File: src/rtl/tribus_arbiter_pkg.sv
// Shared definitions for the tristate bus arbiter.
// State encoding and the state type used by the controller.
package tribus_arbiter_pkg;

    typedef enum logic [1:0] {
        IDLE  = 2'd0,
        DRIVE = 2'd1,
        TURN  = 2'd2
    } state_t;

endpackage

File: src/rtl/tribus_arbiter_rr_pick.sv
// Combinational round-robin picker: first set request bit
// at or above the pointer, wrapping from N-1 back to 0.
module rr_pick #(
    parameter int N  = 4,
    parameter int IW = 2
) (
    input  logic [N-1:0]  i_req,
    input  logic [IW-1:0] i_ptr,
    output logic          o_found,
    output logic [IW-1:0] o_idx
);

    logic [IW-1:0] w_k;

    // Scan from the far end down so the nearest hit is written last.
    always_comb begin
        o_found = 1'b0;
        o_idx   = '0;
        w_k     = '0;
        for (int i = N - 1; i >= 0; i--) begin
            w_k = IW'((int'(i_ptr) + i) % N);
            if (i_req[w_k]) begin
                o_found = 1'b1;
                o_idx   = w_k;
            end
        end
    end

endmodule

File: src/rtl/tribus_arbiter.sv
// Round-robin burst arbiter driving one-hot tristate enables,
// with a one-cycle all-off turnaround between owners.
module tribus_arbiter
    import tribus_arbiter_pkg::*;
#(
    parameter int N        = 4,
    parameter int MAXBEATS = 4,
    parameter int IW       = 2,
    parameter int BW       = 3
) (
    input  logic          clk,
    input  logic          rst,
    input  logic [N-1:0]  req,
    input  logic [N-1:0]  last,
    output logic [N-1:0]  drv_en,
    output logic [N-1:0]  gnt,
    output logic          busy,
    output logic [IW-1:0] owner,
    output logic [BW-1:0] beat
);

    state_t        r_state;
    state_t        w_state_nxt;
    logic [IW-1:0] r_ptr;
    logic [IW-1:0] r_owner;
    logic [N-1:0]  r_drv_en;
    logic [BW-1:0] r_beat;
    logic          r_busy;

    logic [IW-1:0] w_ptr_nxt;
    logic [IW-1:0] w_owner_nxt;
    logic [N-1:0]  w_en_nxt;
    logic [BW-1:0] w_beat_nxt;
    logic          w_found;
    logic [IW-1:0] w_idx;
    logic          w_end;
    logic [IW-1:0] w_ptr_inc;

    rr_pick #(
        .N  (N),
        .IW (IW)
    ) u_pick (
        .i_req   (req),
        .i_ptr   (r_ptr),
        .o_found (w_found),
        .o_idx   (w_idx)
    );

    assign w_end = last[r_owner]
                 | (r_beat == BW'(MAXBEATS - 1))
                 | ~req[r_owner];

    assign w_ptr_inc = (r_owner == IW'(N - 1)) ? '0 : r_owner + 1'b1;

    always_ff @(posedge clk) begin
        if (rst) r_state <= IDLE;
        else     r_state <= w_state_nxt;
    end

    always_comb begin
        w_state_nxt = r_state;
        unique case (r_state)
            IDLE, TURN: w_state_nxt = w_found ? DRIVE : IDLE;
            DRIVE:      w_state_nxt = w_end ? TURN : DRIVE;
            default:    w_state_nxt = IDLE;
        endcase
    end

    // Next values for the registered outputs and the pointer.
    always_comb begin
        w_en_nxt    = '0;
        w_owner_nxt = r_owner;
        w_beat_nxt  = r_beat;
        w_ptr_nxt   = r_ptr;
        unique case (r_state)
            IDLE, TURN: begin
                if (w_found) begin
                    w_en_nxt    = N'(1) << w_idx;
                    w_owner_nxt = w_idx;
                    w_beat_nxt  = '0;
                end
            end
            DRIVE: begin
                if (w_end) begin
                    w_ptr_nxt = w_ptr_inc;
                end else begin
                    w_en_nxt   = r_drv_en;
                    w_beat_nxt = r_beat + 1'b1;
                end
            end
            default: w_en_nxt = '0;
        endcase
    end

    always_ff @(posedge clk) begin
        if (rst) begin
            r_ptr    <= '0;
            r_owner  <= '0;
            r_drv_en <= '0;
            r_beat   <= '0;
            r_busy   <= 1'b0;
        end else begin
            r_ptr    <= w_ptr_nxt;
            r_owner  <= w_owner_nxt;
            r_drv_en <= w_en_nxt;
            r_beat   <= w_beat_nxt;
            r_busy   <= |w_en_nxt;
        end
    end

    assign drv_en = r_drv_en;
    assign gnt    = r_drv_en;
    assign busy   = r_busy;
    assign owner  = r_owner;
    assign beat   = r_beat;

endmodule

File: config.mk
export PLATFORM = sky130hd
export DESIGN_NAME = tribus_arbiter
export DESIGN_NICKNAME = d
export VERILOG_FILES = /design/src/rtl/tribus_arbiter_pkg.sv /design/src/rtl/tribus_arbiter_rr_pick.sv /design/src/rtl/tribus_arbiter.sv
export SDC_FILE = /design/constraint.sdc
export NUM_CORES = 1
export LEC_CHECK = 0
export BUFFER_PORTS_ARGS = -buffer_cell sky130_fd_sc_hd__buf_2
export CORE_MARGIN = 2
export CORE_UTILIZATION = 49
export CTS_CLUSTER_DIAMETER = 40
export DETAILED_ROUTE_END_ITERATION = 12
export PLACE_DENSITY_LB_ADDON = 0.1
export SYNTH_ARGS = -nofsm -noshare
export SYNTH_HDL_FRONTEND = slang
export SYNTH_HIERARCHICAL = 1
export SYNTH_SLANG_ARGS = --single-unit
export TNS_END_PERCENT = 10
File: constraint.sdc
create_clock -name clk -period 2 [get_ports clk]
set_input_delay 0.1 -clock clk [delete_from_list [all_inputs] [get_ports clk]]
set_output_delay 0.1 -clock clk [all_outputs]
set_load 0.005 [all_outputs]
==> results.toml <==
[timing]
hold_viol = 0
drv_slew = 0
setup_viol = 0
clock_skew_ps = 6.24
period_minus_slack_ps = 1710
timing.final.ws_setup_ps = 295
min_period_over_period_pct = 85.3
tns_ps = 0
max_freq_mhz = 586
worst_pin_slew_ps = 475
slew-limit-headroom_pct = 68.3
grt_setup_unrepaired = "no"

[critical_path]
crit_path_top_delay_cell = "a221oi_4"
critPathMaxStageDelay_ps = 400
cp-end-kind = "flip-flop"
cp.arrival_ps = 1890
worstSetupPathType = "reg -> reg"
start_kind = "flip-flop"
path_cells = "ha_1, ha_1, a221oi_4, nand2_4, mux2_4"
crit_fanout = 10
worstPathRequired_ps = 2180
crit_top_cell = "ha_1"

[clock_network]
cts_num_sinks = 14
cts_max_path_buffers = 2
cts_tree = "yes"
cts.repair.resized = 0
cts.clk_slew.worst_paths_ps = 90
clockRootBuffer = "clkbuf_4"
insertion_delay_ps = 290
cts_hold_buf = 0
cts_buffers = 3
h-tree-depth = 1
cts_setup_buffers = 0

[die]
io_pins = 24
die_h_um = 44.8
die_w_um = 44.8
die_area_um2 = 2010
initial_core_util_pct = 52.9
core_um2 = 1540
rows = 14

[global_routing]
overflow = 0
track_usage_pct = 19.5
antenna_found_initial = 0
grt_max_degree = 15
grt_pass1_wl_mm = 2.79
first_global_vias = 608

[power_and_ir_drop]
p_clk_share_pct = 29.3
swShare_pct = 31.7
peakVddDrop_uv = 439
comb_power_share_pct = 24.8
power_frac_seq_pct = 45.8
p_sw_uw = 227
internal_power_uw = 489
power_uw = 716
p_per_area_nw_per_um2 = 754
power.leakage_uw = 0.000432

[yosys]
synth_area_um2 = 816
synth_cell_types = 32
yosys_warnings = 6
synthFlopType = "dfxtp_1"
syn_nets = 105
synth_edf_count = 0
netlist_instances = 92
seq_area_frac_synth_pct = 34.4
synthArstFlopShare_pct = 0
syn_area_per_cell_um2 = 8.87
synth_seq_cells = 14

[placement]
globalplace.congestion = 0.772
io_buffers = 23
dpl_cell_area_um2 = 913
hpwl_mm = 1.36
pre_cts_ws_ps = 304

[final_layout]
final_area_um2 = 950
syn2layout_area_growth_pct = 16.4
drive_gt1_share_pct = 30.1
nNetsFinal = 127
seqCellArea_um2 = 280
mostFrequentLayoutCell = "buf_2"
multi_input_area_um2 = 487
diodes = 0
nFillCells = 151
final_cell_mix = "23 x buf_2, 14 x dfxtp_1, 9 x nand2_1, 8 x nand2b_1, 7 x nor2_1"

[outcome]
status = "finished clean"

[drt]
ant_nets = 0
drc = 0
routed_wl_mm = 1.83
drtPass1Iterations = 7
via_per_inst = 5.84
drtIter0Drc = 18
wire_per_inst_um = 14.2
vias = 753

[hold_path]
hold_path_class = "in -> reg"

[run]
drv_cap = 0
==> synthesized netlist by cell type, types with 2 or more instances <==
master	n	area [µm²]
inv_1	3	11.3
nor2_1	7	26.3
a211oi_1	2	15.0
clkbuf_1	2	7.51
nor3b_1	2	15.0
nand2b_1	8	50.1
mux2i_1	2	20.0
nand2_1	9	33.8
o32ai_1	3	26.3
a32oi_1	2	17.5
nand4_1	2	12.5
dfxtp_1	14	280
nand3_1	6	30.0
ha_1	3	37.5
buf_4	4	30.0
nor3_1	2	10.0
a21oi_1	6	30.0
==> per-stage QoR <==
| step | std cells | util, % | hold WS (ps) |
|---|---|---|---|
| after global routing | 129 | 61.6 | 174 |
| after floorplan | 92 | - | 279 |
| final | 129 | 61.6 | 148 |
| after global placement | 125 | 59.3 | 435 |
| after CTS | 129 | 61.6 | 147 |
| after detailed placement | 125 | 59.3 | 454 |
==> cell type report <==
cell class | instances | share of cell area (%)
Sequential cell | 14 | 29.5
Tap cell | 16 | 2.11
Multi-Input combinational cell | 69 | 51.3
Clock buffer | 4 | 3.82
Timing Repair Buffer | 23 | 12.1
Inverter | 3 | 1.19
==> cell families (layout without fill, tap and decap cells) <==
group	count (synthesis)	after routing	share of synthesized area (%)
buffers and inverters	9	30	5.98
multiplexers	3	3	4.29
AND/OR/NAND/NOR	45	45	30.5
flip-flops	14	14	34.4
adder cells (fa/ha/maj)	3	3	4.60
AO/OA/AOI/OAI	18	18	20.2
==> path summary, 6_finish.rpt <==
path / from / end / slack, ps / cells past startpoint
max: beat[0]$_SDFFE_PP0P_ / beat[2]$_SDFFE_PP0P_ / 290 / 5
min: rst / owner[0]$_SDFFE_PP0P_ / 150 / 2
max reg2reg: beat[0]$_SDFFE_PP0P_ / beat[2]$_SDFFE_PP0P_ / 290 / 5
min reg2reg: beat[0]$_SDFFE_PP0P_ / beat[0]$_SDFFE_PP0P_ / 520 / 2
==> layer usage <==
layer	GRT usage (%)	part of all wire, %
met1	28.4	45
met2	27.8	45
met3	2.40	7.0
met4	10.6	2.2
met5	0	0
==> critical path, delay by kind of cell (launching register included) <==
family,cells,cell delay (ps)
multiplexers,1,320
AND/OR/NAND/NOR,1,140
AO/OA/AOI/OAI,1,400
adder cells (fa/ha/maj),2,400
flip-flops,1,340
==> power groups by stage <==
stage,sequential (µW),combinational [µW],clock [µW]
floorplan,331,129,0
global placement,333,175,0
detailed placement,334,176,0
CTS,328,177,214
global route,333,195,219
finish,328,178,210
==> state kept, by name, indices dropped and copies added (netlist names) <==
name / count
r_state: 2
busy: 1
r_ptr: 2
beat: 3
drv_en: 4
owner: 2
Note: power is estimated with default switching activity, not from simulation.
